$ cat src/rtl/wide_move_sequencer.sv
// Multi-cycle sequencer for MOVZ/MOVK (and MOVN when WIDE_MOVE_MOVN_EN is defined).
// Drives the datapath control word and K constant while the control unit waits on busy.
module wide_move_sequencer #(
  parameter int unsigned DATA_WIDTH = 64,
  parameter int unsigned IMM_WIDTH  = 16,
  parameter int unsigned HW_MAX     = DATA_WIDTH / IMM_WIDTH - 1
) (
  input  logic                  clock,
  input  logic                  reset,
  input  logic                  start,
  input  logic [31:0]           instruction,
  output logic                  busy,
  output logic                  done,
  output logic                  illegal,
  output logic [30:0]           controlWord,
  output logic [DATA_WIDTH-1:0] K
);

  localparam logic [8:0] OP_MOVZ  = 9'h1A5;
  localparam logic [8:0] OP_MOVK  = 9'h1E5;
  localparam logic [8:0] OP_MOVN  = 9'h125;
  localparam logic [4:0] FSEL_AND = 5'b00000;
  localparam logic [4:0] FSEL_OR  = 5'b00100;
  localparam logic [4:0] XZR      = 5'd31;
  // regW, ramW, EN_MEM, EN_ALU, EN_B, EN_PC, Bsel, PCsel, SL
  localparam logic [8:0] ALU_WRITE_BITS = 9'b100100100;

  typedef enum logic [1:0] {IDLE, CLEAR, MERGE, FAULT} state_t;

  state_t      state;
  logic [31:0] instr_q;

  function automatic logic is_movn(input logic [31:0] ins);
`ifdef WIDE_MOVE_MOVN_EN
    return ins[31:23] == OP_MOVN;
`else
    return 1'b0 && (ins[31:23] == OP_MOVN);
`endif
  endfunction

  // First execute state for a newly accepted instruction.
  function automatic state_t classify(input logic [31:0] ins);
    logic [8:0] op;
    op = ins[31:23];
    if (32'(ins[22:21]) > HW_MAX) return FAULT;
    if (op == OP_MOVK) return CLEAR;
    if (op == OP_MOVZ || is_movn(ins)) return MERGE;
    return FAULT;
  endfunction

  function automatic logic [DATA_WIDTH-1:0] k_for(input state_t st, input logic [31:0] ins);
    int unsigned           sh;
    logic [DATA_WIDTH-1:0] imm_k;
    logic [DATA_WIDTH-1:0] mask;
    sh    = 32'(ins[22:21]) * IMM_WIDTH;
    imm_k = DATA_WIDTH'(ins[20:5]) << sh;
    mask  = DATA_WIDTH'({IMM_WIDTH{1'b1}}) << sh;
    case (st)
      CLEAR:   return ~mask;
      MERGE:   return is_movn(ins) ? ~imm_k : imm_k;
      default: return '0;
    endcase
  endfunction

  function automatic logic [30:0] cw_for(input state_t st, input logic [31:0] ins);
    logic [4:0] rd;
    logic [4:0] sa;
    rd = ins[4:0];
    // MOVK merges into the cleared Rd; MOVZ/MOVN start from zero.
    sa = (ins[31:23] == OP_MOVK) ? rd : XZR;
    case (st)
      CLEAR:   return {2'b00, rd, rd, 5'd0, FSEL_AND, ALU_WRITE_BITS};
      MERGE:   return {2'b01, rd, sa, 5'd0, FSEL_OR, ALU_WRITE_BITS};
      default: return '0;
    endcase
  endfunction

  // State, latched instruction and outputs for the state being entered.
  always_ff @(posedge clock) begin
    if (reset) begin
      state       <= IDLE;
      instr_q     <= '0;
      busy        <= 1'b0;
      done        <= 1'b0;
      illegal     <= 1'b0;
      controlWord <= '0;
      K           <= '0;
    end else begin
      busy        <= 1'b0;
      done        <= 1'b0;
      illegal     <= 1'b0;
      controlWord <= '0;
      K           <= '0;
      case (state)
        IDLE: begin
          state <= IDLE;
          if (start) begin
            state       <= classify(instruction);
            instr_q     <= instruction;
            busy        <= 1'b1;
            done        <= classify(instruction) != CLEAR;
            illegal     <= classify(instruction) == FAULT;
            controlWord <= cw_for(classify(instruction), instruction);
            K           <= k_for(classify(instruction), instruction);
          end
        end
        CLEAR: begin
          state       <= MERGE;
          busy        <= 1'b1;
          done        <= 1'b1;
          controlWord <= cw_for(MERGE, instr_q);
          K           <= k_for(MERGE, instr_q);
        end
        default: state <= IDLE;
      endcase
    end
  end

endmodule

$ cat config.mk
export PLATFORM = sky130hd
export DESIGN_NAME = wide_move_sequencer
export DESIGN_NICKNAME = d
export VERILOG_FILES = /design/src/rtl/wide_move_sequencer.sv
export SDC_FILE = /design/constraint.sdc
export NUM_CORES = 1
export LEC_CHECK = 0
export CORE_MARGIN = 5
export CORE_UTILIZATION = 35
export CTS_CLUSTER_DIAMETER = 150
export CTS_CLUSTER_SIZE = 40
export DETAILED_ROUTE_END_ITERATION = 10
export PLACE_DENSITY_LB_ADDON = 0.15
export SETUP_SLACK_MARGIN = 0.15
export SLEW_MARGIN = 40
export SYNTH_ARGS = -nofsm -noshare
export SYNTH_HDL_FRONTEND = slang
export SYNTH_SLANG_ARGS = --single-unit
export TNS_END_PERCENT = 1
$ cat constraint.sdc
create_clock -name clock -period 1.76 [get_ports clock]
set_input_delay 0.176 -clock clock [delete_from_list [all_inputs] [get_ports clock]]
set_output_delay 0.176 -clock clock [all_outputs]
set_load 0.005 [all_outputs]
* After elaboration in Yosys (flattened, before gate mapping)
Index checks and enable logic that the tools add are counted.
Word-level totals: logic and storage cells 54, register bits after elaboration 132, input port bits 35
Operators by class: shifts and indexed selects 3, reductions and logical operators 3, equal/unequal tests 8, bitwise gates (word level) 3, mux-type cells 30
Operator list (count):
- $pmux 64 s2 | 2
- $shl 16x6->64 | 2
- $pmux 30 s2 | 2
- $mux 64 | 1
- $not 64->64 | 1
- $shl 16x6->64 const A | 1
- $mux 30 | 1
- $eq 9x9->1 const B | 3
- $mux 2 | 8
- $mux 1 | 11
- $mux 5 | 2
- $eq 2x1->1 const B | 2
- $eq 2x2->1 const B | 2
- $pmux 1 s2 | 2
- $pmux 2 s2 | 1
- $reduce_or 3->1 | 1
- $logic_not 2->1 | 1
- $ne 2x1->1 const B | 1
- $not 1->1 | 2
- $reduce_and 2->1 | 1

* Depth between registers and ports, before layout
word-level depth 18, gate-level depth with buffers 8, mapped depth without buffers 4

* Worst setup path after synthesis
Ideal clock, no wire load.
kind register to register, start reg state[0], end reg K[0], cell stages (with the launch flop) 9, path slack -0.047 ns, data arrival time 1.742 ns, cells stage by stage dfxtp_1 or3b_1 buf_2 or3_1 buf_2 buf_6 buf_6 a2bb2oi_1 nor2_1
Between the ends: longest elaborated chain between the ends 2
Ends and longest elaborated chain:
- start: declaration | RTL line 30 | state_t state;
- start signal: assignment | RTL line 98 | state <= classify(instruction);
- $eq 2x1->1 or $logic_not 2->1 (tied branches) | RTL line 94 | case (state)
- $pmux 64 s2 * | RTL line 94
- end signal: assignment | RTL line 104 | K <= k_for(classify(instruction), instruction);
- end signal: assignment | RTL line 112 | K <= k_for(MERGE, instr_q);
- end: declaration | RTL line 16 | output logic [DATA_WIDTH-1:0] K
Every way passes the cells marked *; elsewhere a longest branch is shown, timed or not. A chain may end at the register's enable or synchronous reset.

* Worst setup path in the final report
start reg state[1], end reg K[46]
The elaborated chain is that of the path after synthesis.

==> flow_summary_export.csv <==
group,metric,value,unit
global_routing,antenna_found_initial,0,
placed_design,dpl_cell_area,0.005928,mm2
cells_and_area,layout-drive-gt1-share,10.83,%
synthesis,syn_inst,528,
cts,htreeDepth,4,
sta,relSlewSlack,55.48,%
critical_path,path_max_fanout,24,
placed_design,dp_hpwl,10.05,mm
route,firstDrtPassIters,5,
critical_path,cp.required,2.10,ns
floorplanning,die_w,123.4,um
route,drt-wirelength-per-cell,17.17,um
cts,clk_root_buffer_cell,"clkbuf_16",
synthesis,synth_mux_area_share,0,%
synthesis,ys_warn_count,0,
placed_design,placedCellCount,805,
sta,fin_tns_setup,0,ns
global_routing,grt_pass1_vias,4074,
critical_path,rr_worst_depth,5,
route,wirelength,14.37,mm
route,drcViolationCount,0,
critical_path,cp_data_arrival_time,2.01,ns
synthesis,synth_edf_count,0,
pwr,total_power,6.506,mW
sta,rsz0062_at_grt,"yes",
route,dr_total_vias,4220,
cells_and_area,layout.cells.non_filler,837,
cells_and_area,fin_nets,688,
global_routing,grt_pass1_wl,21.85,mm
synthesis,ys_ff_latch,113,
cells_and_area,n_antenna_cell,0,
cts,cts_num_sinks,113,
min_path,min_path_cells,3,
synthesis,avgSynthCellArea,8.529,um2
pwr,combPwrFrac,8.8,%
floorplanning,num_rows,41,
synthesis,synth_xor_area_share,0,%
pwr,clkPwrFrac,49.8,%
sta,min_period,1.673,ns
floorplanning,fp.coreArea,0.01262,mm2
route,drtAntennaViolNets,0,
placed_design,numPortBuffers,116,
synthesis,synthFlopType,"dfxtp_1",
global_routing,grt_start_max_net_pins,56,
placed_design,globalplace.congestion,0.8427,
synthesis,post_synth_num_cell_types,39,
cells_and_area,stdcell_area,0.006539,mm2
pwr,p_leak,2.404,nW
floorplanning,io_pins,133,
outcome,status,"complete, no violations",
pwr,p_sw,1.477,mW
cts,cts_inserted_buffers,17,
floorplanning,fp.dieArea,0.01523,mm2
critical_path,timing_worst_setup_path_type,"reg2reg",
pwr,power_density,995.0,mW/mm2
cells_and_area,area_delta_synth_final,45.21,%
cts,post_cts_buffers,0,
sta,period_share,95.04,%
pwr,seq_power_share,41.4,%
cts,path_clk_slew,0.05,ns
critical_path,end_kind,"flop",
global_routing,overflow,0,
sta,skew,0.008743,ns
sta,tightest_slew,0.6677,ns
route,viasPerCell,5.042,
route,drt_iter0_markers,314,
synthesis,async_reset_ff_share,0,%
cts,clk_latency,0.41,ns
synthesis,synth_top_family_by_area,"compound AO/OA/AOI/OAI gates",
cts,hold_buffers,0,
pwr,netSwitchingFraction,22.70,%
pwr,internal-power,5.029,mW
sta,fmax,0.5979,GHz
cts,cts_tree,"yes",
critical_path,startpoint_type,"flop",
min_path,hold_path.class,"in2reg",
cts,clockBufferDepth,2,
global_routing,gr-usage-all-layers,18.95,%
floorplanning,start_util,35.68,%
sta,hold_viol,0,
sta,drv_slew,0,
synthesis,synth_compound_area_share,25.34,%
sta,setup_viol,0,
synthesis,ys_seq_area_share,50.24,%
run,max_cap_violations,0,
synthesis,syn_area,0.004503,mm2
floorplanning,dieHeight,123.4,um
pwr,ir_worst_vdd,662.5,uV
synthesis,synth-simple-area-share,16.92,%
critical_path,timing.reg2reg.setup_slack,0.09,ns
synthesis,synthAdderAreaFrac,0,%
==> state kept, by name, summed over array words and instances (netlist names) <==
register and count:
state 2, illegal 1, controlWord 12, instr_q 32
K 64, busy 1, done 1
==> placed cells by master, fill, tap and decap left out, types with 6 or more instances in the layout <==
master | synthesis | layout
dfxtp_1 | 113 | 112
nand2_1 | 105 | 104
o2bb2ai_1 | 10 | 10
a21o_1 | 16 | 16
clkbuf_8 | 0 | 6
nor2_1 | 39 | 38
a21oi_1 | 91 | 91
clkbuf_16 | 0 | 18
nand2b_1 | 6 | 6
buf_4 | 19 | 31
nand3_1 | 7 | 7
a2bb2oi_1 | 32 | 32
conb_1 | 1 | 16
a31oi_1 | 6 | 6
clkdlybuf4s50_1 | 0 | 116
==> repair_timing <==
item	CTS	global route
cloned	0	1
endpoints found under the setup margin	69	73
resized for setup	2	2
==> power by group through the flow <==
stage | registers (mW) | clock network [mW] | logic (mW)
floorplan | 2.72 | 0 | 0.314
CTS | 2.69 | 3.30 | 0.567
detailed placement | 2.74 | 0 | 0.564
global placement | 2.74 | 0 | 0.552
global route | 2.70 | 3.41 | 0.622
finish | 2.69 | 3.24 | 0.573
==> kinds of logic after synthesis <==
group,count (synthesis)
AOI/OAI and AO/OA,174
buffers and inverters,63
DFF,113
other,1
and+or+nand+nor,177
==> synthesized netlist by cell type, types with 2 or more instances <==
master     number  share of area [%]
a21boi_0        2               0.33
a21o_1         16                2.7
a21oi_1        91                 10
a221o_1         5                1.1
a22o_1          5               0.97
a2bb2oi_1      32                6.2
a31oi_1         6               0.83
buf_2           3               0.33
buf_4          19                3.2
buf_6           3               0.75
clkbuf_1       35                2.9
dfxtp_1       113                 50
inv_1           2               0.17
nand2_1       105                8.8
nand2b_1        6               0.83
nand3_1         7               0.78
nor2_1         39                3.3
nor3_1          4               0.44
nor3b_1         4               0.67
o21a_1          3               0.50
o2bb2ai_1      10                1.9
==> area by class of cell <==
class	instances	area [um2]
clock buffers	26	519.2
clock inverters	5	50.05
fillers	1187	6081
inverters	2	7.507
multi-input cells	367	1984
flip-flops and latches	113	2263
well taps	172	215.2
repair buffers	152	1499
==> per-stage QoR <==
step,worst slack (ns),util (%),hold WS [ns]
global placement,-0.2891,46.98,0.4423
finish,0.08737,51.81,0.3600
CTS,0.04525,51.56,0.3417
global route,0.01851,51.81,0.3746
detailed placement,-0.3359,46.98,0.4492
floorplan,-0.03969,-,0.3073
==> layer usage <==
| metal | up-vias | wire [um] | global-route usage (%) |
|---|---|---|---|
| li1 | 2047 | - | - |
| met1 | 1983 | 6741 | 26.16 |
| met2 | 167 | 6364 | 28.00 |
| met3 | 23 | 1007 | 5.352 |
| met4 | 0 | 257 | 7.405 |
| met5 | - | 0 | 0 |
==> worst max-delay path, cell delays in order, from the launching register on <==
cell and delay [ns]:
dfxtp_1 0.32, or3b_1 0.40, or3_4 0.39, buf_12 0.18
a21o_1 0.15, a21oi_1 0.15
==> final timing paths <==
kind                                       from          end
worst max-delay path                   state[1]        K[46]
worst min register to register      instr_q[24]  instr_q[24]
worst min-delay path            instruction[27]  instr_q[27]
worst max register to register         state[1]        K[46]
(Power assumes the default switching activity.)
